`src/rtl/pwm_clkgen.sv`:
```
// pwm_clkgen: NCH independent programmable clock / PWM generators.
//
// Each channel runs a small IDLE -> PHASE -> RUN state machine driven by its
// enable bit. The channel produces a registered waveform with period P and high
// time H, where P = max(period,1) and H = min(high,P). The first high cycle
// follows the enable edge after 'phase' cycles.
//
// Configuration writes use a valid/ready handshake. A write to an idle channel
// updates the active registers directly. A write to a running channel lands in
// a shadow set. The shadow is applied at the next period wrap, or when the
// channel is disabled.
//
// Optional feature: define PWM_CLKGEN_STROBE_EN to add rise_strb, a registered
// one-cycle strobe on the first cycle of every high interval of clk_out.
//
// Ports:
//   clk         system clock, rising edge
//   rst         synchronous active-high reset
//   en          per-channel run enable (level)
//   cfg_valid   configuration write request
//   cfg_ready   write accepted when high with cfg_valid (combinational)
//   cfg_ch      target channel of the write
//   cfg_period  period in cycles
//   cfg_high    high time in cycles
//   cfg_phase   delay from enable to first high cycle
//   clk_out     generated waveforms (registered)
//   rise_strb   rising-edge strobes (PWM_CLKGEN_STROBE_EN only)
module pwm_clkgen #(
    parameter int NCH = 4,
    parameter int CW  = 16,
    localparam int CHW = (NCH > 1) ? $clog2(NCH) : 1
) (
    input  logic           clk,
    input  logic           rst,
    input  logic [NCH-1:0] en,
    input  logic           cfg_valid,
    output logic           cfg_ready,
    input  logic [CHW-1:0] cfg_ch,
    input  logic [CW-1:0]  cfg_period,
    input  logic [CW-1:0]  cfg_high,
    input  logic [CW-1:0]  cfg_phase,
    output logic [NCH-1:0] clk_out
`ifdef PWM_CLKGEN_STROBE_EN
    ,
    output logic [NCH-1:0] rise_strb
`endif
);

    typedef enum logic [1:0] {IDLE, PHASE, RUN} state_t;

    logic [NCH-1:0] pending;
    logic           ch_ok;
    logic           accept;

    // Channel numbers beyond NCH exist only when NCH is not a power of two.
    generate
        if ((1 << CHW) == NCH) begin : g_ch_full
            assign ch_ok = 1'b1;
        end else begin : g_ch_part
            assign ch_ok = ({1'b0, cfg_ch} < (CHW + 1)'(NCH));
        end
    endgenerate

    // Out-of-range writes are acknowledged and dropped.
    assign cfg_ready = rst | ~ch_ok | ~pending[cfg_ch];
    assign accept    = cfg_valid & ~rst & ch_ok & ~pending[cfg_ch];

    genvar gi;
    generate
        for (gi = 0; gi < NCH; gi++) begin : g_ch
            state_t        state_reg, state_next;
            logic [CW-1:0] cnt_reg, cnt_next;
            logic [CW-1:0] per_reg, per_next;
            logic [CW-1:0] high_reg, high_next;
            logic [CW-1:0] phase_reg, phase_next;
            logic [CW-1:0] sh_per_reg, sh_per_next;
            logic [CW-1:0] sh_high_reg, sh_high_next;
            logic [CW-1:0] sh_phase_reg, sh_phase_next;
            logic          pend_reg, pend_next;
            logic          out_reg, out_next;
            logic          wr;
            logic [CW-1:0] p_eff;
            logic [CW-1:0] p_next_eff;
            logic [CW-1:0] h_next_eff;

            assign wr    = accept && (cfg_ch == CHW'(gi));
            assign p_eff = (per_reg == '0) ? CW'(1) : per_reg;

            always_comb begin
                state_next    = state_reg;
                cnt_next      = cnt_reg;
                per_next      = per_reg;
                high_next     = high_reg;
                phase_next    = phase_reg;
                sh_per_next   = sh_per_reg;
                sh_high_next  = sh_high_reg;
                sh_phase_next = sh_phase_reg;
                pend_next     = pend_reg;
                p_next_eff    = '0;
                h_next_eff    = '0;
                out_next      = 1'b0;

                if (!en[gi]) begin
                    state_next = IDLE;
                    cnt_next   = '0;
                    pend_next  = 1'b0;
                    // The channel is becoming idle, so a write landing on this
                    // edge goes straight to the active set.
                    if (wr) begin
                        per_next   = cfg_period;
                        high_next  = cfg_high;
                        phase_next = cfg_phase;
                    end else if (pend_reg) begin
                        per_next   = sh_per_reg;
                        high_next  = sh_high_reg;
                        phase_next = sh_phase_reg;
                    end
                end else begin
                    case (state_reg)
                        IDLE: begin
                            // Exit decision uses the phase held before this edge.
                            state_next = (phase_reg == '0) ? RUN : PHASE;
                            cnt_next   = '0;
                            if (wr) begin
                                per_next   = cfg_period;
                                high_next  = cfg_high;
                                phase_next = cfg_phase;
                            end
                        end
                        PHASE: begin
                            if (cnt_reg == phase_reg - CW'(1)) begin
                                state_next = RUN;
                                cnt_next   = '0;
                            end else begin
                                cnt_next = cnt_reg + CW'(1);
                            end
                        end
                        default: begin
                            if (cnt_reg == p_eff - CW'(1)) begin
                                cnt_next = '0;
                                if (pend_reg) begin
                                    per_next   = sh_per_reg;
                                    high_next  = sh_high_reg;
                                    phase_next = sh_phase_reg;
                                    pend_next  = 1'b0;
                                end
                            end else begin
                                cnt_next = cnt_reg + CW'(1);
                            end
                        end
                    endcase
                    // A write to a running channel waits in the shadow. At a
                    // wrap it sets pending only after the old flag was consumed.
                    if (wr && state_reg != IDLE) begin
                        sh_per_next   = cfg_period;
                        sh_high_next  = cfg_high;
                        sh_phase_next = cfg_phase;
                        pend_next     = 1'b1;
                    end
                end

                // Output is computed from next state so that it lines up with
                // the counter value of the coming cycle.
                p_next_eff = (per_next == '0) ? CW'(1) : per_next;
                h_next_eff = (high_next > p_next_eff) ? p_next_eff : high_next;
                out_next   = (state_next == RUN) && (cnt_next < h_next_eff);
            end

            always_ff @(posedge clk) begin
                if (rst) begin
                    state_reg    <= IDLE;
                    cnt_reg      <= '0;
                    per_reg      <= CW'(2);
                    high_reg     <= CW'(1);
                    phase_reg    <= '0;
                    sh_per_reg   <= '0;
                    sh_high_reg  <= '0;
                    sh_phase_reg <= '0;
                    pend_reg     <= 1'b0;
                    out_reg      <= 1'b0;
                end else begin
                    state_reg    <= state_next;
                    cnt_reg      <= cnt_next;
                    per_reg      <= per_next;
                    high_reg     <= high_next;
                    phase_reg    <= phase_next;
                    sh_per_reg   <= sh_per_next;
                    sh_high_reg  <= sh_high_next;
                    sh_phase_reg <= sh_phase_next;
                    pend_reg     <= pend_next;
                    out_reg      <= out_next;
                end
            end

            assign clk_out[gi] = out_reg;
            assign pending[gi] = pend_reg;

`ifdef PWM_CLKGEN_STROBE_EN
            logic strb_reg;
            always_ff @(posedge clk) begin
                if (rst) begin
                    strb_reg <= 1'b0;
                end else begin
                    strb_reg <= out_next & ~out_reg;
                end
            end
            assign rise_strb[gi] = strb_reg;
`endif
        end
    endgenerate

endmodule

```
`config.mk`:
```
export PLATFORM = sky130hd
export DESIGN_NAME = pwm_clkgen
export DESIGN_NICKNAME = d
export VERILOG_FILES = /design/src/rtl/pwm_clkgen.sv
export SDC_FILE = /design/constraint.sdc
export NUM_CORES = 2
export LEC_CHECK = 0
export CAP_MARGIN = 25
export CORE_AREA = 2 2 275 277
export CTS_CLUSTER_DIAMETER = 150
export CTS_CLUSTER_SIZE = 40
export DETAILED_ROUTE_END_ITERATION = 6
export DIE_AREA = 0 0 277 279
export GPL_ROUTABILITY_DRIVEN = 0
export PLACE_DENSITY = 0.71
export SYNTH_ARGS = -nofsm -noshare
export SYNTH_HDL_FRONTEND = slang
export SYNTH_SLANG_ARGS = --single-unit
```
`constraint.sdc`:
```
create_clock -name clk -period 8.04 [get_ports clk]
set_clock_uncertainty 0.15 [all_clocks]
set_input_delay 1.608 -clock clk [delete_from_list [all_inputs] [get_ports clk]]
set_output_delay 1.608 -clock clk [all_outputs]
set_load 0.05 [all_outputs]
```
# ---- Word level (Yosys, flattened, before mapping)
# Index checks and enable logic that the tools add are counted.
dict set report classes {
  bitwise_logic 9
  mux 130
  add_sub_neg 12
  n_lt_le_gt_ge 9
  n_eq_ne 35
  reduce_logical 57
}
# op n
set op_table {}
lappend op_table {{2-to-1 mux 16 bit} 84}
lappend op_table {{case mux 16 bit (2 select lines)} 16}
lappend op_table {{logical NOT 16 bit} 12}
lappend op_table {{== test 16 bit} 8}
lappend op_table {{subtractor 16 x 1 -> 16 bit (second input constant)} 8}
lappend op_table {{adder 16 x 1 -> 16 bit (second input constant)} 4}
lappend op_table {{greater-than comparator 16 bit} 4}
lappend op_table {{< comparator 16 bit} 4}
lappend op_table {{2-to-1 mux 2 bit} 12}
lappend op_table {{case mux 2 bit (2 select lines)} 4}
lappend op_table {{AND reduction 2 bit} 8}
lappend op_table {{nonzero test 2 bit} 8}
lappend op_table {{OR reduction 2 bit} 8}
lappend op_table {{2-to-1 mux 1 bit} 13}
lappend op_table {{== test 2 bit (second input constant)} 6}
lappend op_table {{logical AND 1 bit} 12}
lappend op_table {{inequality test 3 x 1 -> 1 bit (second input constant)} 4}
lappend op_table {{inequality test 3 bit (second input constant)} 4}
lappend op_table {{AND reduction 3 bit} 4}
lappend op_table {{== test 2 x 1 -> 1 bit (second input constant)} 5}
lappend op_table {{logical NOT 2 bit} 5}
lappend op_table {{inequality test 2 x 1 -> 1 bit (second input constant)} 4}
lappend op_table {{inequality test 2 bit (second input constant)} 4}
lappend op_table {{inverter 1 bit} 6}
lappend op_table {{other kinds (4)} 5}
dict set report totals {
  wordCells 292
  register_bits 464
  output_inout_bits 5
  input_bits 57
}

# ---- Longest topological paths before layout
dict set report logic_depth {
  word_depth 14
  depth_mapped 43
  ltp_nobuf 37
}

# ---- Worst setup path after synthesis
# Ideal clock, no wire load.
dict set report synth_path {
  path_kind {input port to flip-flop}
  start {in cfg_ch[0]}
  end {reg g_ch[0].out_reg}
  required_time_ns 7.821
  t_arrival_ns 7.730
  path_slack_ns 0.090
  path_buffers 5
  stages 35
  setup_ns 0.069
  cell_sequence {or3b_1 or3_1 or2_1 clkbuf_1 clkbuf_1 clkbuf_1 clkbuf_1 a211oi_1 a21oi_1 a21oi_1 inv_1 ha_1 nor2b_1 o21a_1 o21a_1 o21a_1 o21a_1 o21a_1 o21ai_0 a21oi_1 clkbuf_1 nand2_1 o21ai_0 ha_1 a21o_1 a21o_1 a21o_1 a21o_1 a21oi_1 nor2b_1 o21ai_0 nand2_1 a2111oi_0 o2111ai_1 o21ai_1}
}
dict set report synth_between {
  word_cells_on_any_way 20
  classes_between {2 x order compare; 12 x mux; 2 x bitwise; 4 x reduce/logical}
}
# item line_no
set synth_rtl {}
lappend synth_rtl {{start, declared} 38} ;# input logic [CHW-1:0] cfg_ch,
lappend synth_rtl {{binary-select mux 1 bit (select 2 bit)} 66} ;# assign accept = cfg_valid & ~rst & ch_ok & ~pending[cfg_ch];
lappend synth_rtl {{2-to-1 mux 1 bit (not written as such)} 66}
lappend synth_rtl {{inverter 1 bit} 66}
lappend synth_rtl {{bitwise AND 1 bit} 66}
lappend synth_rtl {{logical AND 1 bit (*)} 86} ;# assign wr = accept && (cfg_ch == CHW'(gi));
lappend synth_rtl {{2-to-1 mux 16 bit} 124} ;# if (wr) begin
lappend synth_rtl {{case mux 16 bit (2 select lines)} 119} ;# case (state_reg)
lappend synth_rtl {{2-to-1 mux 16 bit (*)} 103} ;# if (!en[gi]) begin
lappend synth_rtl {{via g_ch[0].high_next[1]} 74} ;# logic [CW-1:0] high_reg, high_next;
lappend synth_rtl {{greater-than comparator 16 bit} 165} ;# h_next_eff = (high_next > p_next_eff) ? p_next_eff : high_next;
lappend synth_rtl {{2-to-1 mux 16 bit (*)} 165}
lappend synth_rtl {{< comparator 16 bit (*)} 166} ;# out_next = (state_next == RUN) && (cnt_next < h_next_eff);
lappend synth_rtl {{logical AND 1 bit (*)} 166}
lappend synth_rtl {{end signal, assigned} 191} ;# out_reg <= out_next;
lappend synth_rtl {{end, declared} 80} ;# logic out_reg, out_next;
# The timed path passes the listed nets; every way through them passes the cells marked *. The select of a mux whose other input is x is not followed.
# A chain may end at the register's enable or synchronous reset.

# ---- Final worst setup path
dict set report layout_path {
  start {reg g_ch[0].per_reg[0]}
  end {reg g_ch[0].out_reg}
}
dict set report layout_between {
  elab_chain_cells 13
  word_cells_on_any_way 22
  classes_between {1 x add/sub; 2 x order compare; 1 x eq/ne; 15 x mux; 3 x reduce/logical}
}
# item line_no
set layout_lines {}
lappend layout_lines {{start, declared} 73} ;# logic [CW-1:0] per_reg, per_next;
lappend layout_lines {{start signal, assigned} 184} ;# per_reg <= per_next;
lappend layout_lines {{logical NOT 16 bit} 87} ;# assign p_eff = (per_reg == '0) ? CW'(1) : per_reg;
lappend layout_lines {{2-to-1 mux 16 bit} 87}
lappend layout_lines {{subtractor 16 x 1 -> 16 bit} 139} ;# if (cnt_reg == p_eff - CW'(1)) begin
lappend layout_lines {{== test 16 bit} 139}
lappend layout_lines {{2-to-1 mux 16 bit} 139}
lappend layout_lines {{case mux 16 bit (2 select lines)} 119}
lappend layout_lines {{2-to-1 mux 16 bit} 103}
lappend layout_lines {{logical NOT 16 bit} 164} ;# p_next_eff = (per_next == '0) ? CW'(1) : per_next;
lappend layout_lines {{2-to-1 mux 16 bit} 164}
lappend layout_lines {{greater-than comparator 16 bit} 165}
lappend layout_lines {{2-to-1 mux 16 bit} 165}
lappend layout_lines {{< comparator 16 bit (*)} 166}
lappend layout_lines {{logical AND 1 bit (*)} 166}
# Every way passes the cells marked *; elsewhere a longest branch is shown, timed or not.

==> qor.txt <==
=================================================================================
Status ............................................................. finished with violations
Violated checks ....................................................          DRC
Most frequent cell on the critical path ............................ sky130_fd_sc_hd__o21a_1
Hold path depth ....................................................            2
I/O pin count ......................................................           62
Die boundary width .................................................       277 µm
Power consumption ..................................................    0.00557 W
Number of global-route vias before repair ..........................        29900
Die area ...........................................................    77300 µm²
Half-perimeter wire length after detailed placement ................      80.5 mm
Insertion delay to the later sink of the worst-skew pair ...........      0.59 ns
Overall track demand over capacity in global routing ...............        27.7%
Number of warnings printed during yosys synthesis ..................            0
Gate count of the mapped netlist ...................................         4510
Average cell area after synthesis ..................................     7.36 µm²
Total power per unit cell area .....................................   151 nW/µm²
Detailed Route Iter0 Violations ....................................         3669
Leak ...............................................................      14.3 nW
Per-cell routed wire length ........................................      20.6 µm
Worst reg2reg endpoint ............................................. g_ch[0].out_reg
Clock tree from TritonCTS ..........................................        built
Hold wc startpoint ................................................. g_ch[1].sh_phase_reg[2]
Path type of the worst setup path .................................. register to register
Minimum period implied by the final worst setup slack ..............      7.89 ns
Crit end category ..................................................     register
Ranking of synthesized cells by instance count ..................... sky130_fd_sc_hd__nand2_1, sky130_fd_sc_hd__nor2_1, sky130_fd_sc_hd__dfxtp_1, sky130_fd_sc_hd__a21oi_1, sky130_fd_sc_hd__clkbuf_1
Period utilization .................................................        98.1%
Origin of the worst setup path ..................................... g_ch[0].per_reg[0]
Post-route worst hold slack ........................................     0.310 ns
Cell Area, Synth ...................................................    33200 µm²
Element type at the critical path start ............................     register
Placeable core region ..............................................    74100 µm²
Predominant post-synthesis flop cell ............................... sky130_fd_sc_hd__dfxtp_1
Worst IR drop on VDD ...............................................     0.163 mV
R2R Setup Slk ......................................................      0.15 ns
First-pass GRT wire length .........................................       173 mm
Average via count per standard cell ................................         6.09
Total of buffers placed on input and output ports ..................           61
Cell Rows ..........................................................          100
Number of CTS-inserted buffers .....................................           15
Data arrival at the endpoint of the critical path ..................      8.24 ns
Cell with the largest stage delay on the worst path ................ sky130_fd_sc_hd__or4_4
Longest Clk Path Bufs ..............................................            3
Proportion of layout cells with a drive suffix above 1 .............        10.7%
Async set or reset register ratio after synthesis ..................           0%
Number of synthesized flops with an enable pin .....................            0
Transition time at the pin with the least slew margin ..............      1.16 ns
Most frequent cell after synthesis ................................. sky130_fd_sc_hd__nand2_1
Register clock-pin slew on the reported worst setup and hold paths .      0.16 ns
Total congestion overflow ..........................................            0
Total wirelength of the detailed-routed design .....................       113 mm
Required time of the worst setup path ..............................      8.39 ns
Fmax ...............................................................    0.127 GHz
FF-to-FF path depth ................................................           40
Final setup violation count ........................................            0
Initial cell density of the core ...................................        44.8%
Final hold violations ..............................................            0
Ant. Diodes ........................................................            0
Max FO, Critical Path ..............................................            8
Clk sinks ..........................................................          464
Antenna violations before repair ...................................            1
Clock root cell .................................................... sky130_fd_sc_hd__clkbuf_16
Synth Net Count ....................................................         4707
Dominant cells by area after synthesis ............................. sky130_fd_sc_hd__dfxtp_1, sky130_fd_sc_hd__mux2i_1, sky130_fd_sc_hd__nand2_1
Count of state elements after synthesis ............................          464
Endpoint of the worst hold path .................................... g_ch[1].sh_phase_reg[2]
Remaining DRCs .....................................................            1
Synth-to-layout area growth ........................................        11.0%
Via count ..........................................................        33300
Hold WC Path Type .................................................. register to register
Largest net degree at the start of global routing ..................          183
Share of Yosys cell area claimed by the top area cell type .........        28.0%
Sequential cell area fraction in the yosys report ..................        28.0%
Relative max-transition margin .....................................        22.4%
Nets ...............................................................         4694
H-Tree Depth .......................................................            1
Cell taking the most area after synthesis .......................... sky130_fd_sc_hd__dfxtp_1
Remaining antenna violation count after routing ....................            0
Largest stage delay on the critical path ...........................      0.56 ns
Final-report max-slew violation count ..............................            0
DIE HEIGHT .........................................................       279 µm
Synth cell types ...................................................           92
Max Cap Violations .................................................            0
TritonRoute pass-1 iters ...........................................            7
Launch instance of the worst register-to-register path ............. g_ch[0].per_reg[0]
=================================================================================
==> worst max-delay path by stage <==
stage	end	slack [ns]	cells past startpoint
finish	g_ch[0].out_reg	0.15	40
detailed placement	g_ch[0].out_reg	-0.86	33
floorplan	g_ch[0].out_reg	0.09	35
global route	g_ch[0].out_reg	-0.10	40
CTS	g_ch[0].out_reg	0.005	33
global placement	g_ch[0].out_reg	-0.51	34
==> per-layer routing <==
metal  global-route usage, %  vias up  share of wire, %
li1                        -    15900                 -
met1                    39.3    15700                43
met2                    42.2     1457                43
met3                    2.84      217               8.9
met4                    12.3        2               5.1
met5                       0        -            0.0080
==> metrics by stage <==
stage          setup WS (ns)  instance area, µm²  setup TNS [ns]  utilization [%]  std cells
2_1_floorplan         0.0904               33200               0                -       4510
3_3_place_gp          -0.515               35600           -1.01             48.1       5416
3_5_place_dp          -0.858               35600           -1.56             48.1       5416
4_1_cts              0.00461               36100               0             48.8       5435
5_1_grt               -0.103               36800          -0.149             49.7       5468
6_report               0.155               36800               0             49.7       5468
==> cells in the final DEF, fill, tap and decap left out, types with 12 or more instances in the layout <==
cell	instances
sky130_fd_sc_hd__a31oi_1	37
sky130_fd_sc_hd__o21ai_1	18
sky130_fd_sc_hd__a21o_1	40
sky130_fd_sc_hd__o21ai_0	228
sky130_fd_sc_hd__or2_2	12
sky130_fd_sc_hd__ha_1	138
sky130_fd_sc_hd__nand3_1	82
sky130_fd_sc_hd__nor4_1	35
sky130_fd_sc_hd__mux2i_1	267
sky130_fd_sc_hd__a21oi_1	373
sky130_fd_sc_hd__o211ai_1	18
sky130_fd_sc_hd__nand3b_1	45
sky130_fd_sc_hd__nor3_1	106
sky130_fd_sc_hd__nor2b_1	70
sky130_fd_sc_hd__clkbuf_16	16
sky130_fd_sc_hd__nand4_1	74
sky130_fd_sc_hd__nor2_1	460
sky130_fd_sc_hd__buf_4	309
sky130_fd_sc_hd__mux2_2	12
sky130_fd_sc_hd__and2_1	29
sky130_fd_sc_hd__or3_1	30
sky130_fd_sc_hd__xor2_1	89
sky130_fd_sc_hd__and4_1	23
sky130_fd_sc_hd__dfxtp_2	17
sky130_fd_sc_hd__or4_1	15
sky130_fd_sc_hd__inv_1	139
sky130_fd_sc_hd__a2111oi_0	20
sky130_fd_sc_hd__nor3b_1	17
sky130_fd_sc_hd__o221ai_1	12
sky130_fd_sc_hd__nand2b_1	46
sky130_fd_sc_hd__o22ai_1	37
sky130_fd_sc_hd__dfxtp_1	445
sky130_fd_sc_hd__clkdlybuf4s50_1	56
sky130_fd_sc_hd__and3_1	46
sky130_fd_sc_hd__nand2_1	600
sky130_fd_sc_hd__xnor2_1	107
sky130_fd_sc_hd__a311oi_2	15
sky130_fd_sc_hd__a211oi_1	157
sky130_fd_sc_hd__o21a_1	25
sky130_fd_sc_hd__a221oi_1	19
==> kinds of logic (layout without fill, tap and decap cells) <==
kind of cell | count (synthesis) | in the layout | synth area share [%]
AOI/OAI and AO/OA | 1119 | 1119 | 21.1
and+or+nand+nor | 1757 | 1760 | 25.3
buffers and inverters | 552 | 538 | 6.54
adders and majority gates | 140 | 140 | 5.28
DFF | 464 | 464 | 28.0
xor gates and xnor gates | 197 | 197 | 5.24
muxes | 281 | 281 | 8.56
==> final cells by class <==
class,instances,area [µm²]
inverter,139,522
clock buffer,16,389
timing repair buffer,380,3110
multi-input combinational,3497,22200
tap,969,1210
clock inverter,3,50.0
fill,7156,37200
sequential,464,9320
==> critical path: cells and delay by family, from the launching register on <==
kind | cells | cell delay, ns
AOI/OAI and AO/OA | 22 | 3.83
and+or+nand+nor | 12 | 2.27
adders and majority gates | 3 | 0.63
buffers and inverters | 3 | 0.54
DFF | 1 | 0.35
==> repair_timing <==
item                                    in CTS  in global routing
pin swaps                                    0                 23
setup buffers                                0                 25
resized for setup                            6                 95
endpoints found under the setup margin       2                  4
hold buffers                                 0                  0
cloned                                       0                  4
==> power breakdown <==
| part | internal, W | switching (W) |
|---|---|---|
| Sequential | 0.00237 | 0.0000883 |
| Combinational | 0.000805 | 0.00115 |
| Clock | 0.000392 | 0.000760 |
| Total | 0.00357 | 0.00200 |
Power figures use the tool's default switching activity.
